**config.mk**
```make
export PLATFORM = sky130hd
export DESIGN_NAME = bram_port_arbiter
export DESIGN_NICKNAME = d
export VERILOG_FILES = /design/src/rtl/bram_port_arbiter.sv
export SDC_FILE = /design/constraint.sdc
export NUM_CORES = 1
export LEC_CHECK = 0
export CAP_MARGIN = 0
export CORE_ASPECT_RATIO = 1.1
export CORE_UTILIZATION = 35
export CTS_CLUSTER_DIAMETER = 100
export DETAILED_ROUTE_END_ITERATION = 10
export PLACE_DENSITY = 0.8
export SLEW_MARGIN = 20
export SYNTH_ARGS = -nofsm -noshare
export SYNTH_HDL_FRONTEND = slang
export SYNTH_SLANG_ARGS = --single-unit
```
**constraint.sdc**
```tcl
create_clock -name clk -period 1.82 [get_ports clk]
set_clock_uncertainty 0.1 [all_clocks]
set_input_delay 0.546 -clock clk [delete_from_list [all_inputs] [get_ports clk]]
set_output_delay 0.546 -clock clk [all_outputs]
set_load 0.01 [all_outputs]
```
**src/rtl/bram_port_arbiter.sv**
```systemverilog
// Two-requester arbiter for one block-RAM port: whole-burst round-robin grants,
// forced hand-over after MAX_BURST beats, and a tag pipeline that steers read data.
module bram_port_arbiter #(
    parameter int ADDR_W    = 12,
    parameter int DATA_W    = 8,
    parameter int RD_LAT    = 2,   // must be >= 2
    parameter int MAX_BURST = 16
) (
    input  logic              clk,
    input  logic              reset_in,
    input  logic              req0,
    input  logic              req1,
    input  logic              wr0,
    input  logic              wr1,
    input  logic [ADDR_W-1:0] addr0,
    input  logic [ADDR_W-1:0] addr1,
    input  logic [DATA_W-1:0] wdata0,
    input  logic [DATA_W-1:0] wdata1,
    input  logic              last0,
    input  logic              last1,
    output logic              ack0,
    output logic              ack1,
    output logic [DATA_W-1:0] rdata,
    output logic              rvalid0,
    output logic              rvalid1,
    output logic              bram_en,
    output logic              bram_we,
    output logic              bram_regce,
    output logic [ADDR_W-1:0] bram_addr,
    output logic [DATA_W-1:0] bram_din,
    input  logic [DATA_W-1:0] bram_dout
);

    localparam int CNT_W = (MAX_BURST > 1) ? $clog2(MAX_BURST) : 1;
    localparam logic [CNT_W-1:0] CNT_LAST = CNT_W'(MAX_BURST - 1);

    typedef enum logic [1:0] {
        IDLE = 2'd0,
        OWN0 = 2'd1,
        OWN1 = 2'd2
    } state_t;

    state_t             r_state;
    logic               r_prio;
    logic [CNT_W-1:0]   r_beat_cnt;

    logic               w_own1;
    logic               w_ack;
    logic               w_wr;
    logic               w_last;
    logic               w_req_own;
    logic               w_req_oth;
    logic [ADDR_W-1:0]  w_addr;
    logic [DATA_W-1:0]  w_wdata;
    state_t             w_other_state;

    logic               r_bram_en;
    logic               r_bram_we;
    logic               r_issue_own;
    logic [ADDR_W-1:0]  r_bram_addr;
    logic [DATA_W-1:0]  r_bram_din;
    logic [RD_LAT-1:0]  r_tag_vld;
    logic [RD_LAT-1:0]  r_tag_own;

    assign w_own1        = (r_state == OWN1);
    assign ack0          = (r_state == OWN0) & req0;
    assign ack1          = w_own1 & req1;
    assign w_ack         = ack0 | ack1;
    assign w_wr          = w_own1 ? wr1    : wr0;
    assign w_last        = w_own1 ? last1  : last0;
    assign w_addr        = w_own1 ? addr1  : addr0;
    assign w_wdata       = w_own1 ? wdata1 : wdata0;
    assign w_req_own     = w_own1 ? req1   : req0;
    assign w_req_oth     = w_own1 ? req0   : req1;
    assign w_other_state = w_own1 ? OWN0   : OWN1;

    always_ff @(posedge clk or negedge reset_in) begin
        if (!reset_in) begin
            r_state    <= IDLE;
            r_prio     <= 1'b0;
            r_beat_cnt <= '0;
        end else begin
            case (r_state)
                IDLE: begin
                    r_beat_cnt <= '0;
                    if (req0 && req1) begin
                        r_state <= r_prio ? OWN1 : OWN0;
                    end else if (req0) begin
                        r_state <= OWN0;
                    end else if (req1) begin
                        r_state <= OWN1;
                    end
                end
                OWN0, OWN1: begin
                    // A dropped req ends the burst just like last does.
                    if (!w_req_own || w_last) begin
                        r_prio     <= ~w_own1;
                        r_state    <= w_req_oth ? w_other_state : IDLE;
                        r_beat_cnt <= '0;
                    end else if (r_beat_cnt == CNT_LAST && w_req_oth) begin
                        r_prio     <= ~w_own1;
                        r_state    <= w_other_state;
                        r_beat_cnt <= '0;
                    end else begin
                        r_beat_cnt <= r_beat_cnt + 1'b1;
                    end
                end
                default: begin
                    r_state    <= IDLE;
                    r_beat_cnt <= '0;
                end
            endcase
        end
    end

    always_ff @(posedge clk or negedge reset_in) begin
        if (!reset_in) begin
            r_bram_en   <= 1'b0;
            r_bram_we   <= 1'b0;
            r_issue_own <= 1'b0;
            r_bram_addr <= '0;
            r_bram_din  <= '0;
            r_tag_vld   <= '0;
            r_tag_own   <= '0;
        end else begin
            r_bram_en <= w_ack;
            r_bram_we <= w_ack & w_wr;
            if (w_ack) begin
                r_issue_own <= w_own1;
                r_bram_addr <= w_addr;
                r_bram_din  <= w_wdata;
            end
            // Owner tag travels with the beat, so later ownership changes cannot misroute it.
            r_tag_vld <= {r_tag_vld[RD_LAT-2:0], r_bram_en & ~r_bram_we};
            r_tag_own <= {r_tag_own[RD_LAT-2:0], r_issue_own};
        end
    end

    assign bram_en    = r_bram_en;
    assign bram_we    = r_bram_we;
    assign bram_addr  = r_bram_addr;
    assign bram_din   = r_bram_din;
    assign bram_regce = r_tag_vld[RD_LAT-2];
    assign rvalid0    = r_tag_vld[RD_LAT-1] & ~r_tag_own[RD_LAT-1];
    assign rvalid1    = r_tag_vld[RD_LAT-1] &  r_tag_own[RD_LAT-1];
    assign rdata      = reset_in ? bram_dout : '0;

endmodule

```
Word level (Yosys, flattened, before mapping)
Index checks and enable logic that the tools add are counted.
{"block": "totals", "ff_bits": 34, "inputBits": 56, "out_inout_bits": 35}
{"block": "classes", "add_sub_neg": 1, "n_eq_ne": 5, "mux": 21, "bitwise_logic": 10, "reduce_logical": 9}
{"op": "2-bit two-way mux", "count": 8}
{"op": "8-bit two-way mux", "count": 2}
{"op": "12-bit two-way mux", "count": 1}
{"op": "4-bit two-way mux", "count": 3}
{"op": "1-bit AND", "count": 6}
{"op": "1-bit two-way mux", "count": 6}
{"op": "4-bit by 1-bit adder with 4-bit output, second input constant", "count": 1}
{"op": "4-bit == test, second input constant", "count": 1}
{"op": "4-bit != test, second input constant", "count": 1}
{"op": "2-bit case mux with 2 select lines", "count": 1}
{"op": "2-bit AND reduction", "count": 2}
{"op": "3-bit != test, second input constant", "count": 1}
{"op": "1-bit NOT", "count": 3}
{"op": "2-bit by 1-bit == test with 1-bit output, second input constant", "count": 1}
{"op": "2-bit == test, second input constant", "count": 1}
{"op": "1-bit logical AND", "count": 2}
{"op": "2-bit logical NOT", "count": 1}
{"op": "2-bit nonzero test", "count": 1}
{"op": "2-bit OR reduction", "count": 1}
{"op": "1-bit logical NOT", "count": 1}
{"op": "1-bit logical OR", "count": 1}
{"op": "1-bit bitwise OR", "count": 1}

Depth between registers and ports, before layout
{"block": "depth", "depth_word": 6, "ltp_mapped": 7}

Worst setup path after synthesis
No wires, ideal clock.
{"block": "synth_path", "path_type": "register -> register", "start": "reg r_state[0]", "end": "reg r_state[0]", "arrival_time_ps": 1645, "required_ps": 1592, "path_slack_ps": -53, "path_stages_with_launch": 8, "path_buffers": 1, "synth_period_minus_slack_ps": 1873, "cell_sequence": "dfrtp_1 > inv_1 > ha_1 > buf_6 > mux2i_4 > o2111ai_2 > o21ai_2 > mux2_1"}
{"block": "synth_between", "elab_cells_between_ends": 18, "classes_between": "eq/ne: 4; mux: 8; reduce/logical: 6"}
{"element": "start, declared", "line_no": "43", "source": "state_t r_state;"}
{"element": "start signal, assigned", "line_no": "87", "source": "r_state <= r_prio ? OWN1 : OWN0;"}
{"element": "start signal, assigned", "line_no": "98", "source": "r_state <= w_req_oth ? w_other_state : IDLE;"}
{"element": "start signal, assigned", "line_no": "102", "source": "r_state <= w_other_state;"}
{"element": "2-bit == test *", "line_no": "65", "source": "assign w_own1 = (r_state == OWN1);"}
{"element": "2-bit two-way mux *", "line_no": "75", "source": "assign w_other_state = w_own1 ? OWN0 : OWN1;"}
{"element": "via w_other_state[0]", "line_no": "55", "source": "state_t w_other_state;"}
{"element": "2-bit two-way mux (on tied branches)", "line_no": "100, 98"}
{"element": "2-bit two-way mux *", "line_no": "96", "source": "if (!w_req_own || w_last) begin"}
{"element": "2-bit case mux with 2 select lines *", "line_no": "83", "source": "case (r_state)"}
The timed path passes the listed nets; every way through them passes the cells marked *. The select of a mux whose other input is x is not followed.
A chain may end at the register's enable or synchronous reset.

Worst setup path after layout
{"block": "layout_path", "start": "reg r_state[1]", "end": "reg r_state[0]"}
The elaborated chain is that of the path after synthesis.

==> out/metrics.yaml <==
yosys:
  ys_seq_elements: 34
  synth_nets: 222
  yosys_warnings: 0
  synth_area_um2: 1700
  synth_cells: 160
  post_synth.cell_area_avg_um2: 10.6
  ys_types: 27
  synth_seq_area_share_pct: 50.0
final_layout:
  fillers: 405
  final_cell_area_um2: 2910
  fin_util_pct: 62.5
  final-seq-area_um2: 851
  syn_to_final_growth_pct: 70.8
  drive_above_1_share_pct: 21.7
  multi_input_area_um2: 860
  antenna_cells: 0
  fin_nets: 333
power_and_ir_drop:
  p_int_mw: 2.57
  power_switching_share_pct: 36.1
  p_leak_nw: 1.49
  seqPwrFrac_pct: 30.5
  power_density_nw_per_um2: 1380
  p_switching_mw: 1.45
  total_power_mw: 4.02
  p_comb_share_pct: 55.5
  ir_worst_vdd_mv: 0.643
  clockPowerShare_pct: 14.0
worst_setup_path:
  cp_top_family: "multiplexers"
  slowest_delay_ps: 430
  path_common_cell: "buf_4"
  cp-end-kind: "flip-flop"
  startpoint_type: "flip-flop"
  crit_chain: "buf_4 -> ha_4 -> mux2i_4 -> buf_4 -> a22oi_2 -> o22ai_2 -> mux2_4"
  critPathKind: "reg -> reg"
  cp.required_ps: 1880
  critPathArrivalTime_ps: 1980
  crit_path_top_delay_cell: "dfrtp_1"
  path_max_fanout: 5
  critPathBufInv: 2
global_route:
  grt_usage_pct: 17.4
  gr-total-overflow: 0
  grt_pass1_vias: 1477
  grt_max_degree: 23
  antenna_found_initial: 0
  grt_pass1_wl_mm: 6.46
cts:
  clock_latency_ps: 280
  cts.clk_slew.worst_paths_ps: 70
  root_buffer: "clkbuf_8"
  cts_made_buffers: 5
  ctsHoldBuffers: 0
  clock-sinks: 34
  htreeDepth: 2
  cts_tree: "yes"
  clk_path_buf_depth: 2
status:
  violations: "setup timing"
  status: "complete, but fails checks"
floorplan:
  die_x_um: 68.5
  rows: 26
  io_pins: 91
  die-height_um: 75.2
  core_area_um2: 4650
  start_util_pct: 36.6
  die-area_um2: 5150
route:
  ant_nets: 0
  drt-initial-drc-count: 73
  vias_per_cell: 4.78
  wirelength_mm: 4.33
  drc_errors: 0
  drtPass1Iterations: 4
  dr_total_vias: 1569
  wire_per_inst_um: 13.2
timing:
  worstMarginPinSlew_ps: 290
  finalCritPeriodShare_pct: 105
  setup_viol: 4
  slew-limit-headroom_pct: 80.6
  drv_slew: 0
  hold_violations: 0
  period_minus_slack_ps: 1910
  fmax_mhz: 523
  grt_setup_unrepaired: "yes"
  worst_slack_ps: -91.4
  holdWs_ps: 200
placed_design:
  numPortBuffers: 90
  dp_hpwl_mm: 3.18
  placed_area_um2: 2770
  place_ws_ps: -624
  gp_congestion: 0.823
flow_run:
  maxCapViolCount: 0
min_path:
  min-delay-path-class: "in -> async"
cell usage after synthesis, drive strengths merged:
| cell | n | area (µm²) |
|---|---|---|
| ha | 6 | 75.1 |
| o2111ai | 1 | 15.0 |
| and2 | 12 | 75.1 |
| a311o | 1 | 10.0 |
| o211ai | 1 | 7.51 |
| nand2b | 1 | 6.26 |
| nor2 | 6 | 22.5 |
| nor2b | 3 | 18.8 |
| a22oi | 1 | 7.51 |
| mux2 | 5 | 56.3 |
| inv | 6 | 22.5 |
| xor2 | 1 | 8.76 |
| o21ai | 22 | 114 |
| xnor2 | 1 | 8.76 |
| a31oi | 1 | 6.26 |
| nand2 | 22 | 82.6 |
| buf | 7 | 41.3 |
| mux2i | 23 | 243 |
| o22ai | 1 | 6.26 |
| nand3 | 5 | 25.0 |
| dfrtp | 34 | 851 |
per-layer routing:
layer  track usage, %  vias to the layer above  wire length [µm]
li1                 -                      770                 -
met1             18.2                      717              1620
met2             31.0                       67              2220
met3             4.39                       15               365
met4             10.4                        0               129
met5                0                        -                 0
logic make-up after synthesis:
logic type / Yosys count / share of synthesized area, %
AND/OR/NAND/NOR: 49 / 13.5
buffers and inverters: 13 / 3.75
AO/OA/AOI/OAI: 28 / 9.77
flip-flops: 34 / 50.0
multiplexers: 28 / 17.6
XOR/XNOR: 2 / 1.03
adder cells (fa/ha/maj): 6 / 4.41
power groups by stage:
| stage | sequential [mW] | clock [mW] | combinational (mW) |
|---|---|---|---|
| after floorplan | 1.36 | 0 | 1.04 |
| after global placement | 1.24 | 0 | 2.14 |
| after detailed placement | 1.25 | 0 | 2.17 |
| after CTS | 1.23 | 0.587 | 2.17 |
| after global routing | 1.27 | 0.623 | 2.43 |
| final | 1.23 | 0.564 | 2.23 |
path summary, 6_finish.rpt:
path / startpoint / endpoint / slack [ps] / cells past startpoint
min in group clk: r_tag_own[0] / r_tag_own[1] / 250 / 0
worst min register to register: r_tag_own[0] / r_tag_own[1] / 250 / 0
worst max register to register: r_state[1] / r_state[0] / -90 / 7
worst min-delay path: reset_in / bram_addr[6] / 200 / 2
max in group asynchronous: reset_in / bram_din[7] / 1140 / 2
worst max-delay path: r_state[1] / r_state[0] / -90 / 7
repair_timing:
item / in CTS / in global routing
buffers inserted: 3 / 2
pin swaps: 7 / 3
endpoints found under the setup margin: 27 / 16
endpoints found under the hold margin: 0 / 0
gates resized for setup: 76 / 17
worst reg2reg max path, delay by kind of cell (launching register included):
| family | cells | cell delay (ps) |
|---|---|---|
| adder cells (fa/ha/maj) | 1 | 180 |
| multiplexers | 2 | 490 |
| AO/OA/AOI/OAI | 2 | 290 |
| buffers and inverters | 2 | 320 |
| flip-flops | 1 | 430 |
final cells by class:
type / count / share of cell area, %
Tap cell: 56 / 2.41
Timing Repair Buffer: 111 / 34.9
Sequential cell: 34 / 29.2
Clock inverter: 1 / 0.172
Multi-Input combinational cell: 113 / 29.5
Clock buffer: 7 / 2.97
Inverter: 6 / 0.774
state kept, by name, summed over array words and instances, names as in the netlist:
| register | cells |
|---|---|
| r_tag_own | 2 |
| bram_addr | 12 |
| bram_din | 8 |
| r_tag_vld | 2 |
| bram_en | 1 |
| r_state | 2 |
| r_issue_own | 1 |
| r_prio | 1 |
| bram_we | 1 |
| r_beat_cnt | 4 |
stage by stage:
stage / setup TNS (ps) / instances
after floorplan: 0 / 160
after global placement: -11000 / 315
after detailed placement: -11400 / 315
after CTS: -140 / 326
after global routing: -513 / 328
final: -221 / 328
cells in the final DEF (no fill, tap or decap), types with 2 or more instances in the layout:
cell	count
and2_1	10
and2_4	2
buf_2	10
buf_4	19
buf_6	3
clkbuf_8	6
clkdlybuf4s50_1	44
dfrtp_1	34
dlygate4sd2_1	24
dlymetal6s2s_1	11
ha_1	2
ha_2	2
ha_4	2
inv_1	3
inv_2	3
mux2_1	2
mux2_4	3
mux2i_1	21
nand2_1	22
nand3_1	5
nor2_1	5
nor2b_1	2
o21ai_1	21
No activity file was read; power rests on OpenSTA's default activity.
==> patch: new RTL, same settings <==
Encoding of `state_t`: now one-hot (3 bits for 3 states).
--- a/src/rtl/bram_port_arbiter.sv
+++ b/src/rtl/bram_port_arbiter.sv
@@ -34,10 +34,10 @@
     localparam int CNT_W = (MAX_BURST > 1) ? $clog2(MAX_BURST) : 1;
     localparam logic [CNT_W-1:0] CNT_LAST = CNT_W'(MAX_BURST - 1);
 
-    typedef enum logic [1:0] {
-        IDLE = 2'd0,
-        OWN0 = 2'd1,
-        OWN1 = 2'd2
+    typedef enum logic [2:0] {
+        IDLE = 3'b001,
+        OWN0 = 3'b010,
+        OWN1 = 3'b100
     } state_t;
 
     state_t             r_state;
Formal check against the unedited RTL: no difference found for any inputs over 10 cycles, from zero or initial values and one cycle with reset_in low; not proved beyond that.
==> patch against the original RTL <==
Power shrank 13%; highest routed layer unchanged; clock power grew 23%; largest power group unchanged; wire length shrank 0.83%; worst setup slack gained 0.12 ns; final area is 0.47% lower; sequential cell count increased by 1; count of clock-buffer cells in the layout down 2; critical endpoint is now ack0; critical path type is now flip-flop to primary output; synthesized area up 2.9%; via count rose by 3.4%.
==> patch: results (changes against the original RTL) <==
[setup_path]
cpPeakStageDelay_ns=0.55  ; was 0.43 ns
cp_slowest_cell=dfstp_2  ; was dfrtp_1
crit_family=flip-flops  ; was multiplexers
arrival_ns=1.15  ; was 1.98 ns
r2r-start=r_beat_cnt[0]$_DFF_PN0_  ; was r_state[1]$_DFFE_PN0P_
reg2reg_slack_ns=0.10  ; was -0.09 ns
endpoint_kind=primary output  ; was flip-flop
cp-startpoint=r_state[0]$_DFFE_PN1P_  ; was r_state[1]$_DFFE_PN0P_
worstReg2RegEnd=r_prio$_DFFE_PN0P_  ; was r_state[0]$_DFFE_PN0P_

[finish]
fill_cells=421  ; was 405
drive_above_1_share_pct=17.7  ; was 21.7%

[route]
routedWlPerCell_um=12.9  ; was 13.2 um
wl_um=4290  ; was 4330 um
first_iter_violations=36  ; was 73

[global_route]
grt_pass1_wl_um=7020  ; was 6460 um
grt_max_degree=31  ; was 23
grtUsageTotal_pct=16.5  ; was 17.4%
grt_pass1_vias=1559  ; was 1477

[placement]
hpwl_um=3210  ; was 3180 um
gp_congestion=0.890  ; was 0.823

[logic_synthesis]
syn_nets=227  ; was 222
synth.avg_cell_area_um2=10.3  ; was 10.6 um^2
synthTopCellsByArea=dfrtp_1 (49%), mux2i_1 (12%), a21oi_1 (6.6%)  ; was dfrtp_1 (50%), mux2i_1 (13%), o21ai_1 (5.9%)
ys_seq_area_share_pct=50.0  ; about the same
synth_cell_types=35  ; was 27

[power]
ir_drop_mv=0.634  ; was 0.643 mV

[status]
outcome=complete, no violations  ; was finished, violations left

[sta]
relSlewSlack_pct=83.0  ; was 80.6%

[patch: changes by cell type after synthesis, sizes merged, moves of 3 or more]
cell    change
a21oi      +23
ha          -5
mux2        -5
nand2      -21
nand2b      +3
nand3       -4
nor2       +23
o21ai      -17
[patch: final cells by class]
class / instances / area, um^2 / area share [%]
tap: 56 / 70.1 / 2.42
inverter: 4 / 15.0 / 0.519
clock inverter: 3 / 43.8 / 1.51
timing repair buffer: 109 / 988 / 34.1
sequential: 35 / 877 / 30.3
clock buffer: 5 / 68.8 / 2.38
multi-input combinational: 121 / 832 / 28.7
[patch: how the worst min path moves through the flow]
stage	endpoint	slack, ns
detailed placement	r_tag_own[1]$_DFF_PN0_	0.23
global placement	r_tag_own[1]$_DFF_PN0_	0.24
floorplan	bram_addr[0]$_DFFE_PN0P_	0.15
CTS	bram_din[0]$_DFFE_PN0P_	0.21
global route	r_beat_cnt[0]$_DFF_PN0_	0.24
finish	bram_din[2]$_DFFE_PN0P_	0.20
[patch: through the flow]
stage / cell area (um^2) / utilization, % / setup WS [ns] / power, W / TNS [ns]
after floorplan: 1750 / - / 0.185 / 0.00212 / 0
after global placement: 2820 / 59.8 / -0.588 / 0.00295 / -11.67
after detailed placement: 2820 / 59.8 / -0.615 / 0.00299 / -12.46
after CTS: 2860 / 60.6 / -0.00366 / 0.00353 / -0.00366
after global routing: 2900 / 61.4 / -0.00929 / 0.00378 / -0.0134
final: 2900 / 61.4 / 0.0256 / 0.00351 / 0
[patch: cell families (layout without fill, tap and decap cells)]
family | after synthesis | after routing | synth area share [%]
simple gates | 59 | 59 | 18.0
mux | 21 | 21 | 12.0
flops | 35 | 35 | 50.0
compound gates | 37 | 37 | 12.8
buf+inv | 14 | 121 | 4.92
xor+xnor | 3 | 3 | 1.50
fa+ha+maj | 1 | 1 | 0.714
[patch: report_power, final]
group | internal [W] | leakage (nW) | total (W) | switching (W)
combinational | 0.000818 | 0.823 | 0.00156 | 0.000740
sequential | 0.00110 | 0.419 | 0.00126 | 0.000162
clock | 0.000408 | 0.0581 | 0.000692 | 0.000284
total | 0.00233 | 1.30 | 0.00351 | 0.00119
[patch: timing repair]
action	CTS	global route
setup endpoints to repair	36	6
pin swaps	4	0
setup buffers	1	0
resized for setup	74	8
[patch: layer usage]
metal  vias to the layer above  GRT usage [%]  part of all wire, %
met5                         -              0                    0
met4                         0           4.29                 0.93
met3                         5           5.82                  7.9
met2                        61           29.1                   52
met1                       755           18.8                   39
li1                        802              -                    -
